==> src/rtl/vga_timing_pkg.sv <==
// vga_timing_pkg: 640x480@60 timing defaults, derived totals and the sync-generator output bundle.
package vga_timing_pkg;
  localparam int VGA_H_VISIBLE = 640;
  localparam int VGA_H_FP      = 16;
  localparam int VGA_H_SYNC    = 96;
  localparam int VGA_H_BP      = 48;
  localparam int VGA_H_TOTAL   = VGA_H_VISIBLE + VGA_H_FP + VGA_H_SYNC + VGA_H_BP;
  localparam int VGA_V_VISIBLE = 480;
  localparam int VGA_V_FP      = 10;
  localparam int VGA_V_SYNC    = 2;
  localparam int VGA_V_BP      = 33;
  localparam int VGA_V_TOTAL   = VGA_V_VISIBLE + VGA_V_FP + VGA_V_SYNC + VGA_V_BP;

  typedef struct packed {
    logic [9:0] row;
    logic [9:0] col;
    logic       hsync;
    logic       vsync;
    logic       video_on;
    logic       frame_start;
    logic       line_end;
  } vga_out_t;

  localparam vga_out_t VGA_OUT_RST = '{row: 10'd0, col: 10'd0, hsync: 1'b1, vsync: 1'b1,
                                       video_on: 1'b0, frame_start: 1'b0, line_end: 1'b0};

  function automatic logic in_win(input logic [9:0] v, input int lo, input int n);
    return (v >= 10'(lo)) && (v < 10'(lo + n));
  endfunction
endpackage

==> src/rtl/vga_sync_gen_mod_counter.sv <==
// mod_counter: enabled modulo-MOD counter with a one-cycle wrap pulse on its terminal count.
module mod_counter #(
  parameter int MOD = 800,
  parameter int W   = 10
) (
  input  logic         clk,
  input  logic         rst_n,
  input  logic         en_i,
  output logic [W-1:0] cnt_o,
  output logic         wrap_o
);
  logic [W-1:0] cnt_q, cnt_d;
  assign wrap_o = en_i && (cnt_q == W'(MOD - 1));
  assign cnt_d  = wrap_o ? '0 : en_i ? cnt_q + 1'b1 : cnt_q;
  assign cnt_o  = cnt_q;
  always_ff @(posedge clk or negedge rst_n)
    if (!rst_n) cnt_q <= '0;
    else        cnt_q <= cnt_d;
endmodule

==> src/rtl/vga_sync_gen.sv <==
// vga_sync_gen: VGA raster counters with sync/blank decode.
// Define VGA_SYNC_PIPE_EN to register all outputs (one extra cycle of latency).
module vga_sync_gen
  import vga_timing_pkg::*;
#(
  parameter int H_VISIBLE = VGA_H_VISIBLE,
  parameter int H_FP      = VGA_H_FP,
  parameter int H_SYNC    = VGA_H_SYNC,
  parameter int H_BP      = VGA_H_BP,
  parameter int V_VISIBLE = VGA_V_VISIBLE,
  parameter int V_FP      = VGA_V_FP,
  parameter int V_SYNC    = VGA_V_SYNC,
  parameter int V_BP      = VGA_V_BP
) (
  input  logic       clk_25,
  input  logic       rst_n,
  output logic       hsync,
  output logic       vsync,
  output logic       video_on,
  output logic [9:0] s_pixel_row,
  output logic [9:0] s_pixel_col,
  output logic       frame_start,
  output logic       line_end
);
  localparam int H_TOTAL = H_VISIBLE + H_FP + H_SYNC + H_BP;
  localparam int V_TOTAL = V_VISIBLE + V_FP + V_SYNC + V_BP;

  logic [9:0] col, row;
  logic       h_wrap, unused_v_wrap;
  vga_out_t   out_d, out;

  mod_counter #(.MOD(H_TOTAL), .W(10)) u_hcnt (
    .clk(clk_25), .rst_n(rst_n), .en_i(1'b1), .cnt_o(col), .wrap_o(h_wrap)
  );
  mod_counter #(.MOD(V_TOTAL), .W(10)) u_vcnt (
    .clk(clk_25), .rst_n(rst_n), .en_i(h_wrap), .cnt_o(row), .wrap_o(unused_v_wrap)
  );

  // Gating with rst_n keeps the combinational outputs at their idle values while reset is held.
  always_comb begin
    out_d.row         = row;
    out_d.col         = col;
    out_d.hsync       = !rst_n || !in_win(col, H_VISIBLE + H_FP, H_SYNC);
    out_d.vsync       = !rst_n || !in_win(row, V_VISIBLE + V_FP, V_SYNC);
    out_d.video_on    = rst_n && (col < 10'(H_VISIBLE)) && (row < 10'(V_VISIBLE));
    out_d.frame_start = rst_n && (col == '0) && (row == '0);
    out_d.line_end    = rst_n && h_wrap;
  end

`ifdef VGA_SYNC_PIPE_EN
  vga_out_t out_q;
  always_ff @(posedge clk_25 or negedge rst_n)
    if (!rst_n) out_q <= VGA_OUT_RST;
    else        out_q <= out_d;
  assign out = out_q;
`else
  assign out = out_d;
`endif

  assign s_pixel_row = out.row;
  assign s_pixel_col = out.col;
  assign hsync       = out.hsync;
  assign vsync       = out.vsync;
  assign video_on    = out.video_on;
  assign frame_start = out.frame_start;
  assign line_end    = out.line_end;
endmodule

==> config.mk <==
export PLATFORM = sky130hd
export DESIGN_NAME = vga_sync_gen
export DESIGN_NICKNAME = d
export VERILOG_FILES = /design/src/rtl/vga_timing_pkg.sv /design/src/rtl/vga_sync_gen_mod_counter.sv /design/src/rtl/vga_sync_gen.sv
export SDC_FILE = /design/constraint.sdc
export NUM_CORES = 1
export LEC_CHECK = 0
export ABC_AREA = 1
export BUFFER_PORTS_ARGS = -buffer_cell sky130_fd_sc_hd__buf_2
export CAP_MARGIN = 10
export CORE_UTILIZATION = 40
export CTS_BUF_LIST = sky130_fd_sc_hd__clkbuf_8
export CTS_CLUSTER_DIAMETER = 30
export DETAILED_ROUTE_END_ITERATION = 8
export GPL_ROUTABILITY_DRIVEN = 0
export SLEW_MARGIN = 15
export SYNTH_ARGS = -nofsm -noshare
export SYNTH_HDL_FRONTEND = slang
export SYNTH_SLANG_ARGS = --single-unit
==> constraint.sdc <==
create_clock -name clk_25 -period 2.2 [get_ports clk_25]
set_input_delay 0.11 -clock clk_25 [delete_from_list [all_inputs] [get_ports clk_25]]
set_output_delay 0.11 -clock clk_25 [all_outputs]
set_load 0.02 [all_outputs]
* Yosys cells after proc, flatten, opt, wreduce, memory -nomap -nowiden *
Cells that the tools add are included.

operators by class
  add/sub/neg operators = 2
  magnitude comparators = 6
  equal/unequal tests = 2
  muxes and demuxes = 3
  reduce and logical (&&, ||, !) cells = 16

operators with widths
  kind                     number
  $mux W10                 3
  $add A10 B1 Y10 const B  2
  $eq A10 B10 Y1 const B   2
  $logic_not A10 Y1        2
  $lt A10 B10 Y1 const B   2
  $lt A10 B9 Y1 const B    2
  $ge A10 B10 Y1 const B   1
  $ge A10 B9 Y1 const B    1
  $logic_and A1 B1 Y1      8
  $logic_not A1 Y1         3
  $logic_or A1 B1 Y1       2
  $reduce_bool A2 Y1       1

word-level totals
  bits in registers = 20
  input port bits = 2
  output and inout port bits = 25
  logic and storage cells = 31

* Logic depth before layout (Yosys ltp) *
Gate-level depths: netlist of the first run.

  depth in word-level cells = 4
  depth in mapped cells = 8
  mapped depth without buffers = 8

* Cells and area by module *
A second synthesis of the first run with hierarchy kept.

second synthesis, totals
  cell total of the unflattened synthesis = 203
  area total of the unflattened synthesis = 1371.3 um^2

by module, submodules not included
  module                 times used  cells each  area an instance (um^2)  seq. area each (um^2)
  mod_counter at u_vcnt  1           88          624.3                    250.2
  mod_counter at u_hcnt  1           76          568.0                    250.2
  vga_sync_gen           1           39          178.9                    0.0

* Worst setup path after synthesis of the first run *
OpenSTA, ideal clock, no wires.

  kind = register -> register
  start = register u_hcnt.cnt_q[1], in the netlist u_hcnt.cnt_o[1]
  end = register u_vcnt.cnt_q[6], in the netlist u_vcnt.cnt_o[6]
  library setup time = 0.123 ns
  arrival = 1.335 ns
  required time = 2.077 ns
  setup slack = 0.742 ns
  cell stages (with the launch flop) = 9
  buffers on the path = 0
  clock period less this slack = 1.458 ns
  cell sequence = dfrtp_1 -> ha_1 -> nand2_2 -> nor2_4 -> nand3_2 -> nor2_4 -> inv_1 -> nand2_1 -> o21ai_1

on the way
  cells in the longest elaborated chain, start to end = 3
  elaborated cells on any way between the ends = 4
  classes of those cells = eq/ne: 1; mux: 1; reduce/logical: 2

RTL lines
  what                                            line                            text
  start, declared                                 vga_sync_gen_mod_counter.sv:12  logic [W-1:0] cnt_q, cnt_d;
  start signal, assigned                          vga_sync_gen_mod_counter.sv:18  else cnt_q <= cnt_d;
  $eq A10 B10 Y1 (*)                              vga_sync_gen_mod_counter.sv:13  assign wrap_o = en_i && (cnt_q == W'(MOD - 1));
  $logic_and A1 B1 Y1                             vga_sync_gen_mod_counter.sv:13
  $mux W10 or $reduce_bool A2 Y1 (tied branches)  -
  end signal, assigned                            vga_sync_gen_mod_counter.sv:18
  end, declared                                   vga_sync_gen_mod_counter.sv:12

Every way passes the cells marked *; elsewhere a longest branch is shown, timed or not.
A chain may end at the register's enable or synchronous reset.

* Final worst setup path of the first run *
  start = register u_hcnt.cnt_q[1], in the netlist u_hcnt.cnt_o[1]
  end = output line_end

on the way
  cells in the longest elaborated chain, start to end = 2

RTL lines
  what                 line                            text
  $eq A10 B10 Y1       vga_sync_gen_mod_counter.sv:13
  $logic_and A1 B1 Y1  vga_sync_gen.sv:47              out_d.line_end = rst_n && h_wrap;
  end, declared        vga_sync_gen.sv:23              output logic line_end

Every way passes these cells.

==> run_results.csv, run 1 <==
group,metric,value,unit
pwr,finalPower,0.621,mW
setup_path,critPathSlowestCell,"dfrtp_1",
detailed_routing,drt_iter0_markers,52,
pwr,leakage,0.740,nW
pwr,swShare,20.5,%
sta,tightest_slew,0.311,ns
sta,relSlewSlack,79.1,%
status,status,"completed",
synthesis,ys_types,22,
grt,grt_antenna_before_repair,0,
grt,grt_max_degree,21,
grt,first_global_vias,1116,
pwr,clock_power_share,38.1,%
synthesis,yosysTopAreaCellShare,39.6,%
die,die_h,58.2,um
finish,area_growth,18.4,%
pwr,p_sw,0.127,mW
sta,drv_slew,0,
detailed_routing,via_per_inst,4.76,
setup_path,cp-start-kind,"register",
sta,post-route-period-util,76.9,%
place,port_buffers,26,
pwr,intPower,0.494,mW
setup_path,path_cells,"ha_1, nand2_2, nor2_4, nand3_2, nor2_1, buf_2",
clocking,ctsHoldBuffers,1,
finish,antenna_cells,0,
sta,fin_crit,1.69,ns
synthesis,postSynthAreaPerCell,7.43,um2
detailed_routing,avgRoutedWirePerCell,11.6,um
finish,final_common_cell,"nand2_1",
grt,overflow,0,
detailed_routing,via_count,1162,
clocking,cts_resized,0,
place,place_area,1440,um2
setup_path,critical_path_required,2.09,ns
clocking,cts_setup_buffers,0,
finish,finalInstanceArea,1500,um2
sta,grt_setup_unrepaired,"false",
sta,fin_skew,0.00437,ns
synthesis,yosys.area.top_type,"dfrtp_1",
setup_path,critPathKind,"reg2out",
clocking,clock_sinks,20,
clocking,insertion_delay,0.25,ns
die,initial_core_util,41.7,%
grt,grt_usage,18.6,%
setup_path,worst_path_largest_cell_delay,0.39,ns
clocking,cts_tree,"yes",
clocking,htreeDepth,1,
finish,drive_gt1_share,19.5,%
die,fp.coreArea,3030,um2
grt,grt_pass1_wl,4800,um
synthesis,ys_seq_area_share,39.6,%
sta,fin_setup_tns,0,ns
setup_path,end_kind,"primary output",
clocking,clk_pin_slew,0.07,ns
sta,setup_viol_count_final,0,
detailed_routing,dr.pass1.iters,5,
detailed_routing,wl,2840,um
pwr,p_seq_share,59.2,%
pwr,ir_worst_vdd,182,uV
die,ios,27,
die,die_w,58.2,um
finish,final_cell_mix,"32 x nand2_1, 30 x inv_1, 26 x buf_2",
clocking,numCtsBuffers,3,
detailed_routing,ant_nets,0,
detailed_routing,drc,0,
setup_path,cp_num_buf_inv,1,
clocking,cts_root_buf,"clkbuf_8",
synthesis,ys_ff_latch,20,
synthesis,syn-num-nets,177,
sta,max_clock_freq,0.591,GHz
setup_path,crit_fanout,6,
run,cap_violations,0,
sta,hold_viol_final,0,
die,rows,20,
pwr,p_per_area,415,nW/um2
clocking,cts.path.max_buffers,2,
min_path,hp-class,"in2async",
setup_path,critPathTopFamily,"simple AND/OR/NAND/NOR gates",
setup_path,arrival,1.58,ns
finish,nets,209,
die,dieArea,3380,um2
synthesis,synth_cells,170,
synthesis,yosysWarnings,0,
pwr,power_frac_comb,2.7,%
place,hpwl,2220,um
synthesis,synth.area.top_cells,"dfrtp_1 40%, nand2_1 9.5%, inv_1 8.9%, nor2_1 6.2%, nand3_1 5.6%",
synthesis,netlist_area,1260,um2
routing by layer:
layer  share of wire (%)  global-route usage (%)  wire length [um]
met4                 1.9                    7.48                53
met2                  47                    30.4              1330
met5                   0                       0                 0
met1                  47                    24.5              1340
met3                 3.9                    3.13               111
per-stage QoR:
step,hold slack (ns),instances,util [%],worst slack (ns)
after global routing,0.406,244,49.4,0.355
after global placement,0.110,240,47.7,0.689
final,0.374,244,49.4,0.508
after floorplan,-0.186,170,-,0.742
after detailed placement,0.124,240,47.7,0.601
after CTS,0.387,244,49.4,0.523
cell type report:
class	count	area (um2)
Inverter	31	116
Clock buffer	3	41.3
Tap cell	44	55.1
Sequential cell	20	500
Timing Repair Buffer	28	148
Multi-Input combinational cell	118	634
Fill cell	324	1530
cells in the mapped netlist:
library cell  count
nand3b_1          1
ha_1              5
nor2_1           21
a21oi_1           4
nor3_1            8
nand3_2           2
buf_6             1
o2111ai_1         1
nand2_2           2
nand2_1          32
o21ai_1           2
nand3_1          14
o211ai_1          1
nand4_1           3
nor2_4            3
o21ai_0          11
inv_2             1
nor4_1            1
dfrtp_1          20
nor3_2            1
xor2_1            6
inv_1            30
tightest hold or removal path, cell delays in order:
cell and delay [ns]:
dlygate4sd3_1 0.52, buf_2 0.11, buf_4 0.27
state kept, by name, indices dropped and copies added (netlist names):
name,count
u_hcnt.cnt_o,10
u_vcnt.cnt_o,10
cells by family (layout without fill, tap and decap cells):
logic type	after synthesis	after routing	share of synthesized area, %
simple gates	88	88	33.1
buf+inv	32	62	10.1
flops	20	20	39.6
compound gates	19	19	8.03
xor+xnor	6	6	4.16
fa+ha+maj	5	5	4.96
final timing paths:
check,from,to,slack (ns),depth (start not counted)
worst min register to register,u_hcnt.cnt_o[2]$_DFF_PN0_,u_hcnt.cnt_o[2]$_DFF_PN0_,0.57,1
worst min-delay path,rst_n,u_hcnt.cnt_o[5]$_DFF_PN0_,0.37,3
min in group clk_25,u_hcnt.cnt_o[2]$_DFF_PN0_,u_hcnt.cnt_o[2]$_DFF_PN0_,0.57,1
max in group asynchronous,rst_n,u_hcnt.cnt_o[1]$_DFF_PN0_,1.61,3
worst max register to register,u_hcnt.cnt_o[1]$_DFF_PN0_,u_vcnt.cnt_o[6]$_DFFE_PN0P_,0.60,8
worst max-delay path,u_hcnt.cnt_o[1]$_DFF_PN0_,line_end,0.51,6
power groups by stage:
stage / Combinational [mW] / Sequential [mW] / Clock, mW
after global routing: 0.0189 / 0.367 / 0.261
final: 0.0165 / 0.367 / 0.237
after CTS: 0.0172 / 0.367 / 0.249
after floorplan: 0.00360 / 0.375 / 0
after detailed placement: 0.0159 / 0.375 / 0
after global placement: 0.0158 / 0.375 / 0
(Power assumes the default switching activity.)
==> inputs of run 2 (changes only) <==
==> constraint.sdc (replaced) <==
create_clock -name clk_25 -period 1.4 [get_ports clk_25]
set_input_delay 0.07 -clock clk_25 [delete_from_list [all_inputs] [get_ports clk_25]]
set_output_delay 0.07 -clock clk_25 [all_outputs]
set_load 0.02 [all_outputs]
==> run_results.csv, run 2 (same netlist as run 1, synthesis figures left out) <==
group,metric,value,unit
detailed_routing,avgRoutedWirePerCell,13.2,um
finish,area_growth,51.7,%
detailed_routing,ant_nets,0,
detailed_routing,drt_iter0_markers,76,
setup_path,critical_path_required,1.33,ns
grt,grt_antenna_before_repair,0,
die,initial_core_util,41.7,%
sta,tightest_slew,0.273,ns
sta,relSlewSlack,81.8,%
finish,final_common_cell,"nand2_1",
sta,post-route-period-util,110,%
die,fp.coreArea,3030,um2
die,ios,27,
grt,overflow,0,
place,place_area,1560,um2
sta,whs,0.323,ns
clocking,htreeDepth,1,
place,hpwl,2420,um
finish,final_cell_mix,"28 x nand2_1, 25 x inv_1, 23 x buf_2",
pwr,leakage,0.888,nW
detailed_routing,wl,3560,um
grt,first_global_vias,1404,
sta,setup_viol_count_final,10,
place,pre_cts_ws,0.0137,ns
die,rows,20,
clocking,numCtsBuffers,3,
place,port_buffers,26,
setup_path,cp-start-kind,"register",
sta,worst_slack,-0.143,ns
setup_path,reg2reg_depth,9,
sta,max_clock_freq,0.648,GHz
clocking,cts.path.max_buffers,2,
detailed_routing,dr.pass1.iters,4,
clocking,clk_pin_slew,0.08,ns
finish,drive_gt1_share,45.8,%
pwr,finalPower,1.06,mW
clocking,cts_tree,"yes",
finish,finalNonFillerCells,269,
detailed_routing,via_count,1348,
finish,finalInstanceArea,1920,um2
detailed_routing,via_per_inst,5.01,
sta,drv_slew,0,
sta,fin_crit,1.54,ns
setup_path,rrSetupSlack,-0.07,ns
finish,antenna_cells,0,
place,dpl.cell_count,253,
setup_path,arrival,1.47,ns
grt,grt_pass1_wl,5920,um
die,dieArea,3380,um2
finish,nets,233,
clocking,cts_root_buf,"clkbuf_8",
status,status,"complete, but fails checks",
setup_path,critPathKind,"reg2out",
clocking,clock_sinks,20,
setup_path,crit_fanout,2,
sta,grt_setup_unrepaired,"true",
grt,grt_max_degree,21,
sta,fin_skew,0.00696,ns
grt,grt_usage,22.8,%
clocking,insertion_delay,0.26,ns
status,violations,"setup timing",
min_path,hp-class,"in2async",
sta,hold_viol_final,0,
die,die_w,58.2,um
pwr,p_per_area,552,nW/um2
die,die_h,58.2,um
pwr,ir_worst_vdd,339,uV
setup_path,end_kind,"primary output",
sta,fin_setup_tns,-0.574,ns
finish,fin_util,63.3,%
detailed_routing,drc,0,
run,cap_violations,0,
-- run 2: changes by cell type in the layout (fill, tap and decap cells not counted), moves of 5 or more --
cell     change
nor2_2       +6
buf_6        +7
dfrtp_2      +9
buf_4       +19
inv_1        -5
o21ai_0      -7
o21ai_1      +6
nor2_1       -9
dfrtp_1      -9
-- run 2: layout make-up --
cell class,count,area (um2)
timing repair buffer,52,374
clock buffer,4,55.1
inverter,31,124
tap,44,55.1
multi-input combinational,118,796
fill,264,1110
sequential,20,512
-- run 2: final timing paths --
check                                       startpoint                           to
max                          u_hcnt.cnt_o[1]$_DFF_PN0_                  frame_start
min in group clk_25        u_vcnt.cnt_o[4]$_DFFE_PN0P_  u_vcnt.cnt_o[4]$_DFFE_PN0P_
max in group asynchronous                        rst_n    u_hcnt.cnt_o[1]$_DFF_PN0_
max reg2reg                  u_hcnt.cnt_o[1]$_DFF_PN0_  u_vcnt.cnt_o[3]$_DFFE_PN0P_
min reg2reg                u_vcnt.cnt_o[4]$_DFFE_PN0P_  u_vcnt.cnt_o[4]$_DFFE_PN0P_
min                                              rst_n  u_vcnt.cnt_o[6]$_DFFE_PN0P_
-- run 2: timing repair --
item                                   in CTS  in global routing
setup endpoints to repair                   6                 19
resized for setup                          35                 33
hold buffers                                1                  0
pin swaps                                   7                  8
endpoints found under the hold margin      20                  0
setup buffers                               8                  3
-- run 2: layer usage --
| metal | wire [um] | vias to the layer above | global-route usage [%] | part of all wire [%] |
|---|---|---|---|---|
| li1 | - | 656 | - | - |
| met1 | 1490 | 635 | 26.4 | 42 |
| met2 | 1820 | 45 | 39.6 | 51 |
| met3 | 164 | 12 | 4.24 | 4.6 |
| met4 | 86 | 0 | 12.6 | 2.4 |
| met5 | 0 | - | 0 | 0 |
-- run 2: critical path, cell delays in order (launching register included) --
cell     delay (ns)
dfrtp_2        0.44
buf_6          0.13
inv_4          0.05
ha_4           0.11
nand2_1        0.04
nor2_1         0.10
nand2_1        0.08
nor2_2         0.14
buf_6          0.13
-- run 2: where the power goes --
| part | leakage [nW] | switching [mW] | internal [mW] | total (mW) |
|---|---|---|---|---|
| sequential | 0.253 | 0 | 0.577 | 0.577 |
| clock | 0.0288 | 0.201 | 0.250 | 0.452 |
| combinational | 0.607 | 0.0208 | 0.00758 | 0.0283 |
